### config.mk
export PLATFORM = sky130hd
export DESIGN_NAME = coin_sprite_engine_flat
export DESIGN_NICKNAME = d
export VERILOG_FILES = /design/src/rtl/coin_sprite_if.sv /design/src/rtl/coin_sprite_engine.sv /design/src/flat_wrapper.sv
export SDC_FILE = /design/constraint.sdc
export NUM_CORES = 1
export LEC_CHECK = 0
export ABC_AREA = 1
export CAP_MARGIN = 20
export CORE_UTILIZATION = 51
export CTS_CLUSTER_SIZE = 30
export DETAILED_ROUTE_END_ITERATION = 12
export PLACE_DENSITY = 0.95
export SLEW_MARGIN = 20
export SYNTH_ARGS = -nofsm -noshare
export SYNTH_HDL_FRONTEND = slang
export SYNTH_SLANG_ARGS = --single-unit
### constraint.sdc
create_clock -name Clk -period 7.3 [get_ports Clk]
set_input_delay 1.825 -clock Clk [delete_from_list [all_inputs] [get_ports Clk]]
set_output_delay 1.825 -clock Clk [all_outputs]
set_load 0.02 [all_outputs]
### src/rtl/coin_sprite_if.sv
// Pixel/ROM bundle between the video pipeline and the coin sprite engine.
// The master side owns the scan position, coin placement, lifecycle
// requests and the four frame ROMs; the slave side is the engine itself.
interface coin_sprite_if;
  logic [9:0]  DrawX;
  logic [9:0]  DrawY;
  logic [9:0]  coin_x;
  logic [9:0]  coin_y;
  logic        spawn;
  logic        collect;
  logic [23:0] rom_color_0;
  logic [23:0] rom_color_1;
  logic [23:0] rom_color_2;
  logic [23:0] rom_color_3;
  logic [8:0]  read_address;
  logic        coin_on;
  logic [23:0] coin_color;
  logic        busy;

  modport master (
    output DrawX, DrawY, coin_x, coin_y, spawn, collect,
    output rom_color_0, rom_color_1, rom_color_2, rom_color_3,
    input  read_address, coin_on, coin_color, busy
  );

  modport slave (
    input  DrawX, DrawY, coin_x, coin_y, spawn, collect,
    input  rom_color_0, rom_color_1, rom_color_2, rom_color_3,
    output read_address, coin_on, coin_color, busy
  );
endinterface

### src/rtl/coin_sprite_engine.sv
// Spinning-coin animation and ROM address generation.
// Turns the scan position into a shared frame-ROM address, picks the current
// spin frame, and returns a registered, transparency-masked coin pixel two
// Clk cycles after the scan position. A small FSM runs the coin lifecycle:
// hidden, spinning, collected (rise and vanish).
module coin_sprite_engine #(
  parameter int          SPRITE_W    = 20,
  parameter int          SPRITE_H    = 20,
  parameter int          FRAME_DIV   = 8,
  parameter int          POP_FRAMES  = 16,
  parameter int          POP_STEP    = 2,
  parameter logic [23:0] TRANSPARENT = 24'h800080
) (
  input  logic          Clk,
  input  logic          Reset,
  input  logic          frame_clk,
  coin_sprite_if.slave  bus
);

  localparam int DIV_W = (FRAME_DIV > 1) ? $clog2(FRAME_DIV) : 1;
  localparam int CNT_W = (POP_FRAMES > 1) ? $clog2(POP_FRAMES) : 1;

  localparam logic [DIV_W-1:0]  DIV_LAST = DIV_W'(FRAME_DIV - 1);
  localparam logic [CNT_W-1:0]  CNT_LAST = CNT_W'(POP_FRAMES - 1);
  localparam logic [9:0]        POP_INC  = 10'(POP_STEP);
  localparam logic [10:0]       SW11     = 11'(SPRITE_W);
  localparam logic signed [11:0] SH12    = 12'(SPRITE_H);
  localparam logic [8:0]        SW9      = 9'(SPRITE_W);

  typedef enum logic [1:0] {
    S_IDLE,
    S_SPIN,
    S_COLLECTED
  } state_t;

  // ---------------------------------------------------------------------
  // frame_clk synchroniser and rising-edge tick
  // ---------------------------------------------------------------------
  logic fc_meta;
  logic fc_sync;
  logic fc_prev;
  logic tick;

  // Two-flop synchroniser, an edge-detect flop, and a registered one-cycle tick.
  // NOTE: sequential state always uses non-blocking (<=) so every flop samples
  // the pre-edge value of its neighbours, exactly like the hardware shift chain.
  always_ff @(posedge Clk or posedge Reset) begin
    if (Reset) begin
      fc_meta <= 1'b0;
      fc_sync <= 1'b0;
      fc_prev <= 1'b0;
      tick    <= 1'b0;
    end else begin
      fc_meta <= frame_clk;
      fc_sync <= fc_meta;
      fc_prev <= fc_sync;
      tick    <= fc_sync & ~fc_prev;
    end
  end

  // ---------------------------------------------------------------------
  // Lifecycle FSM
  // ---------------------------------------------------------------------
  state_t           state;
  logic [1:0]       frame;
  logic [DIV_W-1:0] div;
  logic [CNT_W-1:0] tick_cnt;
  logic [9:0]       pop_offset;
  logic             busy_q;

  // Lifecycle: spawn starts the spin, collect starts the pop-up, and the
  // pop-up retires itself after POP_FRAMES ticks. busy is set/cleared on the
  // same edge as the state so it never lags the state.
  always_ff @(posedge Clk or posedge Reset) begin
    if (Reset) begin
      state      <= S_IDLE;
      frame      <= 2'd0;
      div        <= '0;
      tick_cnt   <= '0;
      pop_offset <= 10'd0;
      busy_q     <= 1'b0;
    end else begin
      case (state)
        S_IDLE: begin
          // spawn beats a simultaneous collect here: collect only means
          // something once the coin is spinning.
          if (bus.spawn) begin
            state      <= S_SPIN;
            frame      <= 2'd0;
            div        <= '0;
            pop_offset <= 10'd0;
            busy_q     <= 1'b1;
          end
        end
        S_SPIN: begin
          // collect beats a tick arriving on the same cycle.
          if (bus.collect) begin
            state      <= S_COLLECTED;
            pop_offset <= 10'd0;
            tick_cnt   <= '0;
          end else if (tick) begin
            if (div == DIV_LAST) begin
              div   <= '0;
              frame <= frame + 2'd1;
            end else begin
              div <= div + 1'b1;
            end
          end
        end
        S_COLLECTED: begin
          if (tick) begin
            frame      <= frame + 2'd1;
            pop_offset <= pop_offset + POP_INC;
            if (tick_cnt == CNT_LAST) begin
              state  <= S_IDLE;
              busy_q <= 1'b0;
            end else begin
              tick_cnt <= tick_cnt + 1'b1;
            end
          end
        end
        default: begin
          state  <= S_IDLE;
          busy_q <= 1'b0;
        end
      endcase
    end
  end

  assign bus.busy = busy_q;

  // ---------------------------------------------------------------------
  // Stage 1: bounding box and ROM address
  // ---------------------------------------------------------------------
  logic [10:0]        x_ext;
  logic [10:0]        cx_ext;
  logic signed [11:0] top;
  logic signed [11:0] y_rel;
  logic [8:0]         x_off;
  logic [8:0]         y_off;
  logic               in_x;
  logic               in_y;
  logic               in_box;
  logic               visible;
  logic [8:0]         addr_calc;

  // Geometry of the current scan pixel against the (possibly risen) coin.
  // Y is carried as 12-bit signed so a coin risen above the screen top clips
  // instead of wrapping, and top+SPRITE_H near the bottom edge cannot overflow.
  // NOTE: every signal written in always_comb gets a value on every path
  // (here by straight-line assignment), so no latch can be inferred.
  always_comb begin
    x_ext     = {1'b0, bus.DrawX};
    cx_ext    = {1'b0, bus.coin_x};
    top       = signed'({2'b00, bus.coin_y}) - signed'({2'b00, pop_offset});
    y_rel     = signed'({2'b00, bus.DrawY}) - top;
    in_x      = (x_ext >= cx_ext) && (x_ext < cx_ext + SW11);
    in_y      = (y_rel >= 12'sd0) && (y_rel < SH12);
    in_box    = in_x && in_y;
    visible   = (state != S_IDLE);
    x_off     = 9'(x_ext - cx_ext);
    y_off     = 9'(y_rel);
    addr_calc = y_off * SW9 + x_off;
  end

  logic [8:0] read_address_q;
  logic [1:0] frame_d;
  logic       in_box_d;
  logic       visible_d;

  // Stage-1 register: address to the ROMs plus the qualifiers that travel
  // alongside it. A hidden coin parks the ROMs at address 0.
  always_ff @(posedge Clk or posedge Reset) begin
    if (Reset) begin
      read_address_q <= 9'd0;
      frame_d        <= 2'd0;
      in_box_d       <= 1'b0;
      visible_d      <= 1'b0;
    end else begin
      read_address_q <= (in_box && visible) ? addr_calc : 9'd0;
      frame_d        <= frame;
      in_box_d       <= in_box;
      visible_d      <= visible;
    end
  end

  assign bus.read_address = read_address_q;

  // ---------------------------------------------------------------------
  // Stage 2: frame select, transparency mask, output register
  // ---------------------------------------------------------------------
  logic [23:0] rom_sel;
  logic        opaque;

  // Pick the ROM belonging to the frame that produced this address.
  always_comb begin
    rom_sel = bus.rom_color_0;
    case (frame_d)
      2'd1:    rom_sel = bus.rom_color_1;
      2'd2:    rom_sel = bus.rom_color_2;
      2'd3:    rom_sel = bus.rom_color_3;
      default: rom_sel = bus.rom_color_0;
    endcase
    opaque = in_box_d && visible_d && (rom_sel != TRANSPARENT);
  end

  logic        coin_on_q;
  logic [23:0] coin_color_q;

  // Stage-2 register: colour is forced to 0 whenever the pixel is not coin.
  always_ff @(posedge Clk or posedge Reset) begin
    if (Reset) begin
      coin_on_q    <= 1'b0;
      coin_color_q <= 24'd0;
    end else begin
      coin_on_q    <= opaque;
      coin_color_q <= opaque ? rom_sel : 24'd0;
    end
  end

  assign bus.coin_on    = coin_on_q;
  assign bus.coin_color = coin_color_q;

endmodule

### src/flat_wrapper.sv
// flat-port wrapper written by rule: the top's interface ports become plain ports
module coin_sprite_engine_flat 
#(
  parameter int          SPRITE_W    = 20,
  parameter int          SPRITE_H    = 20,
  parameter int          FRAME_DIV   = 8,
  parameter int          POP_FRAMES  = 16,
  parameter int          POP_STEP    = 2,
  parameter logic [23:0] TRANSPARENT = 24'h800080
)
  (Clk, Reset, frame_clk, bus_DrawX, bus_DrawY, bus_coin_x, bus_coin_y, bus_spawn, bus_collect, bus_rom_color_0, bus_rom_color_1, bus_rom_color_2, bus_rom_color_3, bus_read_address, bus_coin_on, bus_coin_color, bus_busy);
  coin_sprite_if bus_i ();
  input  logic Clk;
  input  logic Reset;
  input  logic frame_clk;
  input wire logic [$bits(bus_i.DrawX)-1:0] bus_DrawX;
  input wire logic [$bits(bus_i.DrawY)-1:0] bus_DrawY;
  input wire logic [$bits(bus_i.coin_x)-1:0] bus_coin_x;
  input wire logic [$bits(bus_i.coin_y)-1:0] bus_coin_y;
  input wire logic [$bits(bus_i.spawn)-1:0] bus_spawn;
  input wire logic [$bits(bus_i.collect)-1:0] bus_collect;
  input wire logic [$bits(bus_i.rom_color_0)-1:0] bus_rom_color_0;
  input wire logic [$bits(bus_i.rom_color_1)-1:0] bus_rom_color_1;
  input wire logic [$bits(bus_i.rom_color_2)-1:0] bus_rom_color_2;
  input wire logic [$bits(bus_i.rom_color_3)-1:0] bus_rom_color_3;
  output wire logic [$bits(bus_i.read_address)-1:0] bus_read_address;
  output wire logic [$bits(bus_i.coin_on)-1:0] bus_coin_on;
  output wire logic [$bits(bus_i.coin_color)-1:0] bus_coin_color;
  output wire logic [$bits(bus_i.busy)-1:0] bus_busy;
  assign bus_i.DrawX = bus_DrawX;
  assign bus_i.DrawY = bus_DrawY;
  assign bus_i.coin_x = bus_coin_x;
  assign bus_i.coin_y = bus_coin_y;
  assign bus_i.spawn = bus_spawn;
  assign bus_i.collect = bus_collect;
  assign bus_i.rom_color_0 = bus_rom_color_0;
  assign bus_i.rom_color_1 = bus_rom_color_1;
  assign bus_i.rom_color_2 = bus_rom_color_2;
  assign bus_i.rom_color_3 = bus_rom_color_3;
  assign bus_read_address = bus_i.read_address;
  assign bus_coin_on = bus_i.coin_on;
  assign bus_coin_color = bus_i.coin_color;
  assign bus_busy = bus_i.busy;
  coin_sprite_engine #(.SPRITE_W(SPRITE_W), .SPRITE_H(SPRITE_H), .FRAME_DIV(FRAME_DIV), .POP_FRAMES(POP_FRAMES), .POP_STEP(POP_STEP), .TRANSPARENT(TRANSPARENT)) u_core (.Clk(Clk), .Reset(Reset), .frame_clk(frame_clk), .bus(bus_i));
endmodule
Word-level counts from Yosys, hierarchy flattened
Cells that the tools add are included.
Widths: inputs -> output; s select.
Storage, ports and cells
  register bits after elaboration: 64
  bits of input ports: 141
  output and inout port bits: 35
  logic and storage cells: 97
Cells by class
  $add $sub $neg: 9
  $mul: 1
  $lt $le $gt $ge: 4
  equal/unequal tests: 16
  mux-type cells: 31
  bitwise gates (word level): 3
  reductions and logical operators: 17
Operators with widths (count)
  $pmux 24 s3: 1
  $mux 10: 3
  $pmux 10 s3: 1
  $mux 24: 1
  $ne 24x24->1 const B: 1
  $reduce_and 4->1: 5
  $mux 2: 9
  $ge 12x1->1 const B: 1
  $lt 12x6->1 const B: 1
  $mux 3: 4
  $mux 4: 3
  $pmux 2 s3: 2
  $sub 11x12->12: 1
  $add 10x5->11 const B: 1
  $lt 10x11->1: 1
  $sub 10x10->11: 1
  $add 10x2->10 const B: 1
  $ge 10x10->1: 1
  $add 9x9->9: 1
  $mul 9x3->7 const B: 1
  $mux 9: 1
  $sub 9x9->9: 1
  $ne 2x1->1 const B: 4
  $ne 2x2->1 const B: 4
  18 further kinds: 31

Depth between registers and ports, before layout
Gate-level depths: netlist of the first run.
  word-level depth: 7
  depth in mapped cells: 26
  gate-level depth less buffers: 26

Least setup slack after synthesis of the first run
Ideal clock, no wire load.
  path type: input-to-reg
  start point: input bus_coin_y[1]
  end point: register u_core.read_address_q[8], in the netlist u_core.bus.read_address[8]
  library setup time: 0.076 ns
  arrival: 5.606 ns
  data required time: 7.224 ns
  setup slack: 1.618 ns
  cell stages on the path: 22
  path through: inv_1 fa_1 xor2_1 ha_1 nand2_1 nand2_1 inv_1 nand2_1 nand2_1 nand2_1 ha_1 ha_1 fa_1 xor2_1 fa_1 ha_1 a21oi_1 o21ai_0 a21oi_1 nand3b_1 nand2_1 nor2_1
On the way
  word-level cells in the longest chain between the ends: 7
  elaborated cells between the ends (all ways): 10
RTL lines
  from (decl): line flat_wrapper.sv:19  | input wire logic [$bits(bus_i.coin_y)-1:0] bus_coin_y;
  $sub 10x10->11 (*): line coin_sprite_engine.sv:155  | top = signed'({2'b00, bus.coin_y}) - signed'({2'b00, pop_offset});
  $sub 11x12->12 (*): line coin_sprite_engine.sv:156  | y_rel = signed'({2'b00, bus.DrawY}) - top;
  parallel branches: the longest is 4 deep, another holds $mul 9x3->7
  $mux 9 (*): line coin_sprite_engine.sv:180  | read_address_q <= (in_box && visible) ? addr_calc : 9'd0;
  to (signal assigned): line coin_sprite_engine.sv:180
  to (decl): line coin_sprite_engine.sv:166  | logic [8:0] read_address_q;
Every way passes the cells marked *.
A chain may end at the register's enable or synchronous reset.

Final worst setup path of the first run
Same ends and word-level chain as after synthesis.

==> results of run 1 <==
[cells by family after synthesis]
family                     share of synthesized area, %
DFF                                               29.43
adders and majority gates                         18.12
and+or+nand+nor                                   27.74
other                                           0.06999
AOI/OAI and AO/OA                                 10.81
buffers and inverters                             10.07
xor gates and xnor gates                          3.760
[layout by cell type (no fill, tap or decap), types with 2 or more instances in the layout]
master	n
a21o_1	9
inv_1	109
nor4_1	2
dfrtp_1	63
nand3_1	52
ha_1	60
nand3b_1	2
xor2_1	17
clkbuf_1	2
nor2_1	69
clkdlybuf4s50_1	175
nor3_1	8
clkbuf_8	10
o21ai_0	26
a221oi_1	4
xnor2_1	6
o21a_1	5
fa_1	11
clkinv_2	3
inv_2	4
or2_2	2
nand2_1	177
nor2_2	10
nand4_1	13
a21oi_1	53
[metrics by stage]
| step | cell area [sq um] | cells | power (mW) | util, % |
|---|---|---|---|---|
| after floorplan | 5358 | 728 | 1.741 | - |
| after global placement | 7172 | 1028 | 2.024 | 70.10 |
| after detailed placement | 7172 | 1028 | 2.113 | 70.10 |
| after CTS | 7362 | 1044 | 2.414 | 71.96 |
| after global routing | 7362 | 1044 | 2.658 | 71.96 |
| final | 7362 | 1044 | 2.416 | 71.96 |
[layer usage]
| metal | track usage (%) | part of all wire (%) | vias to the layer above |
|---|---|---|---|
| li1 | - | - | 2699 |
| met1 | 29.11 | 39 | 2503 |
| met2 | 52.65 | 52 | 205 |
| met3 | 4.887 | 5.4 | 34 |
| met4 | 14.08 | 3.8 | 0 |
| met5 | 0 | 0 | - |
[worst paths after layout]
kind / endpoint / slack [ns] / depth (start not counted)
setup / recovery: u_core.bus.read_address[8] / 1.10 / 24
hold reg to reg: u_core.fc_sync / 0.35 / 0
hold / removal: u_core.fc_sync / 0.35 / 0
setup reg to reg: u_core.bus.read_address[8] / 2.74 / 23
min in group asynchronous: u_core.pop_offset[4] / 2.05 / 3
max in group asynchronous: u_core.bus.coin_color[1] / 4.73 / 3
[state kept, by name (all words and copies together), names as in the netlist]
signal,flops
u_core.bus.read_address,9
u_core.pop_offset,9
u_core.visible_d,1
u_core.frame_d,2
u_core.fc_prev,1
u_core.fc_meta,1
u_core.bus.busy,1
u_core.frame,2
u_core.fc_sync,1
u_core.bus.coin_color,24
u_core.bus.coin_on,1
u_core.in_box_d,1
u_core.tick,1
u_core.div,3
u_core.tick_cnt,4
u_core.state,2
[power by group through the flow]
stage	clock, mW	combinational, mW	sequential [mW]
after CTS	0.299	1.69	0.428
after global placement	0	1.59	0.431
after global routing	0.316	1.91	0.433
after detailed placement	0	1.68	0.434
after floorplan	0	1.32	0.425
final	0.295	1.69	0.428
[final cells by class]
cell class,instances,area (sq um),area share (%)
clock buffer,12,145.1,1.971
clock inverter,4,45.04,0.6118
inverter,113,424.2,5.761
multi-input combinational,540,3242,44.03
sequential,63,1577,21.41
tap,136,170.2,2.311
timing repair buffer,176,1759,23.90
[critical path, stage by stage]
cell and delay [ns]:
clkdlybuf4s50_1 0.49, inv_1 0.07, fa_1 0.47, o31ai_1 0.32, xnor2_1 0.12, ha_1 0.36, nand2_1 0.10, nor2_1 0.11
nand2_1 0.08, nand3_1 0.07, nand2_1 0.05, nand2_1 0.07, inv_1 0.05, ha_1 0.28, ha_1 0.34, xor2_1 0.18
fa_1 0.44, ha_1 0.35, a21oi_1 0.16, o21ai_0 0.09, a21oi_1 0.16, nand3b_1 0.13, nand2_1 0.05, nor2_1 0.09
==> qor.yml, run 1 <==
critical_path:
  arrival_ns: 6.45
  rr_startpoint: "u_core.pop_offset[2]"
  crit_type: "input pin to register"
  required_ns: 7.56
  crit_start: "bus_coin_y[1]"
  crit_path_max_fanout: 5
  cp-end-kind: "register"
  cp-start-kind: "input pin"
clock_network:
  cts_buffers: 9
  cts_hold_buf: 0
  ctsRootBufferMaster: "clkbuf_8"
  cts_tree: "built"
  clk_pin_slew_ns: 0.07
  cts_setup_buffers: 0
  ctsHtreeMaxLevel: 3
  insertion_delay_ns: 0.33
  clkSinkCount: 63
  cts_resized: 0
  cts_buffer_depth: 2
floorplanning:
  die_width_microns: 104.5
  num_rows: 37
  ioPinCount: 176
  dieArea_sq_um: 10920
  dieHeight_microns: 104.5
  coreArea_sq_um: 10230
  start_util_pct: 52.37
outcome:
  status: "completed"
detailed_routing:
  postRouteAntennaNets: 0
  wire_per_inst_microns: 14.29
  drt_iter0_drc: 275
  routed_wl_microns: 14920
  drt-pass1-iter-count: 5
  drc: 0
  vias_per_cell: 5.212
  dr_total_vias: 5441
synthesis:
  syn_nets: 940
  synth_top_area_cell: "dfrtp_1"
  synthFlopType: "dfrtp_1"
  async_flop_share_pct: 100.0
  synthTopCellsByArea: "dfrtp_1 (29%), ha_1 (14%), nand2_1 (12%)"
  yosys_warnings: 0
  synth_common_cells: "nand2_1 (177), inv_1 (110), nor2_1 (69), dfrtp_1 (63), ha_1 (60)"
  synth_cell_types: 39
  syn_avg_cell_area_sq_um: 7.359
  synth_area_sq_um: 5358
  synth_top_area_share_pct: 29.43
  synth_edf_count: 0
  yosysMostFrequentCell: "nand2_1"
  ys_seq_area_share_pct: 29.43
  ys_seq_elements: 63
  synth_cells: 728
grt:
  grtUsageTotal_pct: 27.79
  grt_pass1_vias: 5308
  grt_max_degree: 64
  antenna_found_initial: 0
  overflow: 0
  grt_pass1_wl_microns: 23970
sta:
  skew_ns: 0.007906
  min_period_ns: 6.198
  fmax_mhz: 161.4
  period_share_pct: 84.90
  setup_viol: 0
  slew_violations: 0
  fin_tns_setup_ns: 0
  finalHoldViolCount: 0
  rsz0062_at_grt: "no"
  maxSlewHeadroom_pct: 35.53
  worst_slack_ns: 1.103
  tightest_slew_ns: 0.9660
  holdWs_ns: 0.3494
cells_and_area:
  drive_above_1_share_pct: 3.965
  nNetsFinal: 1115
  n_antenna_cell: 0
  synthToLayoutAreaGrowth_pct: 37.41
  fill_cells: 818
place:
  place.gp.congestion: 0.9173
  io_buffers: 175
  post-place-ws_ns: 0.7979
  dp.final_hpwl_microns: 12320
hold_path:
  hp-class: "register to register"
  hold_path_startpoint: "u_core.fc_meta"
pwr:
  p_seq_share_pct: 17.7
  power.density_nw_per_um2: 328.2
  irDropWorstVdd_mv: 0.4092
  power_frac_clock_pct: 12.2
  p_leak_nw: 3.699
  power.internal_mw: 1.254
  combPwrFrac_pct: 70.1
  switching_power_mw: 1.162
  swShare_pct: 48.09
flow_run:
  drv_cap: 0
No activity file was read; power rests on OpenSTA's default activity.
==> run 2: changes to the inputs <==
--- a/config.mk
+++ b/config.mk
@@ -7,10 +7,10 @@
 export LEC_CHECK = 0
 export ABC_AREA = 1
 export CAP_MARGIN = 20
-export CORE_UTILIZATION = 51
+export CORE_UTILIZATION = 43
 export CTS_CLUSTER_SIZE = 30
 export DETAILED_ROUTE_END_ITERATION = 12
-export PLACE_DENSITY = 0.95
+export PLACE_DENSITY = 0.9
 export SLEW_MARGIN = 20
 export SYNTH_ARGS = -nofsm -noshare
 export SYNTH_HDL_FRONTEND = slang
==> constraint.sdc (replaced) <==
create_clock -name Clk -period 5 [get_ports Clk]
set_input_delay 1.25 -clock Clk [delete_from_list [all_inputs] [get_ports Clk]]
set_output_delay 1.25 -clock Clk [all_outputs]
set_load 0.02 [all_outputs]
==> run 2 against run 1 <==
  * Clock skew is 0.0037 ns lower
  * Sequential power up 46%
  * Global-route usage down 3.7 points
  * Sequential cell count is the same
  * Largest power group unchanged
  * Power up 95%
  * Critical endpoint is now u_core.bus.read_address[7]
  * Worst hold slack better by 0.0025 ns
  * Count of clock-buffer cells in the layout down 2
  * Die area increased by 18%
  * Cell count grew 6.3%
==> qor.yml, run 2 (synthesis results as in run 1) <==
floorplanning:
  dieArea_sq_um: 12910
  num_rows: 40
  dieHeight_microns: 113.6
  ioPinCount: 176
  start_util_pct: 44.42
  coreArea_sq_um: 12060
  die_width_microns: 113.6
sta:
  holdWs_ns: 0.3519
  slew_violations: 0
  setup_viol: 0
  finalHoldViolCount: 0
  min_period_ns: 4.902
  maxSlewHeadroom_pct: 39.54
  fin_tns_setup_ns: 0
  fmax_mhz: 204.0
  period_share_pct: 98.03
  tightest_slew_ns: 0.9059
  skew_ns: 0.004249
hold_path:
  holdPathStages: 0
  hp-class: "register to register"
  hold_path_startpoint: "u_core.fc_meta"
  hold-path-endpoint: "u_core.fc_sync"
grt:
  grtUsageTotal_pct: 24.12
  use_met1_pct: 24.34
  overflow: 0
  use_met3_pct: 5.473
  grt_max_degree: 33
  grt_pass1_wl_microns: 24520
  antenna_found_initial: 3
  top_usage_layer: "met2"
  grt_pass1_vias: 5479
  grtUsageMet2_pct: 46.22
detailed_routing:
  wire_per_inst_microns: 13.83
  drc: 0
  drt-pass1-iter-count: 5
  drt_iter0_drc: 252
  postRouteAntennaNets: 0
  routed_wl_microns: 15350
  vias_per_cell: 4.979
  dr_total_vias: 5527
critical_path:
  max_stage_delay_ns: 0.53
  crit_path_max_fanout: 4
  reg2regPathDepth: 23
  arrival_ns: 5.15
  reg2reg_slack_ns: 0.72
  crit_family: "adder cells"
  rr_startpoint: "u_core.pop_offset[2]"
  r2r_end: "u_core.bus.read_address[7]"
  cp-start-kind: "input pin"
  crit_cells: 23
  crit_buf_inv: 7
  cp-end-kind: "register"
  required_ns: 5.25
  worstPathCellList: "buf_4, inv_2, fa_2, xor2_1, ha_1, nand2_2, nand2_2, inv_2, nand2_2, nand2_2, nand2_4, ha_4, ha_4, fa_2, inv_2, fa_1, inv_2, ha_4, buf_4, a21oi_2, xnor2_1, inv_1, nor2_1"
  cp_slowest_cell: "fa_2"
  crit_type: "input pin to register"
  crit_start: "bus_coin_y[1]"
place:
  io_buffers: 175
  dp.final_hpwl_microns: 12140
  place.gp.congestion: 0.8542
cells_and_area:
  layout_common_cells: "clkdlybuf4s50_1 (171), nand2_1 (166), inv_1 (102)"
  drive_above_1_share_pct: 12.57
  final_common_cell: "clkdlybuf4s50_1"
  nNetsFinal: 1146
  largest_reg_flops: 24
  synthToLayoutAreaGrowth_pct: 48.97
clock_network:
  cts_buffers: 9
  ctsHtreeMaxLevel: 3
  insertion_delay_ns: 0.32
  clk_pin_slew_ns: 0.05
  ctsRootBufferMaster: "clkbuf_16"
  cts_buffer_depth: 2
  cts_tree: "built"
  clkSinkCount: 63
pwr:
  power.density_nw_per_um2: 589.7
  p_leak_nw: 3.888
  irDropWorstVdd_mv: 0.6190
outcome:
  status: "completed"
flow_run:
  drv_cap: 0
[run 2: worst max-delay path by stage]
stage,to,slack (ns)
3_3_place_gp,u_core.bus.read_address[8],-0.66
2_1_floorplan,u_core.bus.read_address[8],0.02
6_report,u_core.bus.read_address[7],0.1
4_1_cts,u_core.bus.read_address[8],0.02
3_5_place_dp,u_core.bus.read_address[8],-0.80
5_1_grt,u_core.bus.read_address[8],-0.08
[run 2: layout make-up]
| class | instances | area (sq um) |
|---|---|---|
| inverters | 113 | 424.2 |
| diodes | 3 | 7.507 |
| fillers | 986 | 4080 |
| clock inverters | 6 | 37.54 |
| well taps | 168 | 210.2 |
| clock buffers | 10 | 229.0 |
| repair buffers | 207 | 1987 |
| multi-input cells | 540 | 3510 |
| flip-flops and latches | 63 | 1577 |
[run 2: report_power, final]
part,leakage [nW],total (mW),switching (mW),internal (mW)
logic,2.91,3.54,1.85,1.69
clock network,0.124,0.545,0.213,0.332
registers,0.850,0.623,0.0518,0.572
[run 2: per-layer routing]
metal	wire length [microns]	vias up
met5	0	-
met4	626	0
met3	924	41
met2	8140	188
met1	5661	2540
li1	-	2758
[run 2: repair_timing]
item                                    4_1_cts  5_1_grt
buffers inserted                              3        4
hold buffers                                  0        0
gates resized for setup                      22       40
endpoints found under the setup margin        3        2
pin swaps                                    18       25
[run 2: through the flow]
| stage | cell area (sq um) | worst slack (ns) | instances | total power [mW] | utilization (%) |
|---|---|---|---|---|---|
| after CTS | 7839 | 0.01532 | 1103 | 4.211 | 64.99 |
| after floorplan | 5400 | 0.01639 | 728 | 2.666 | - |
| after detailed placement | 7435 | -0.7999 | 1084 | 3.490 | 61.64 |
| after global placement | 7435 | -0.6602 | 1084 | 3.359 | 61.64 |
| final | 7981 | 0.09833 | 1110 | 4.707 | 66.17 |
| after global routing | 7981 | -0.08495 | 1110 | 5.141 | 66.17 |
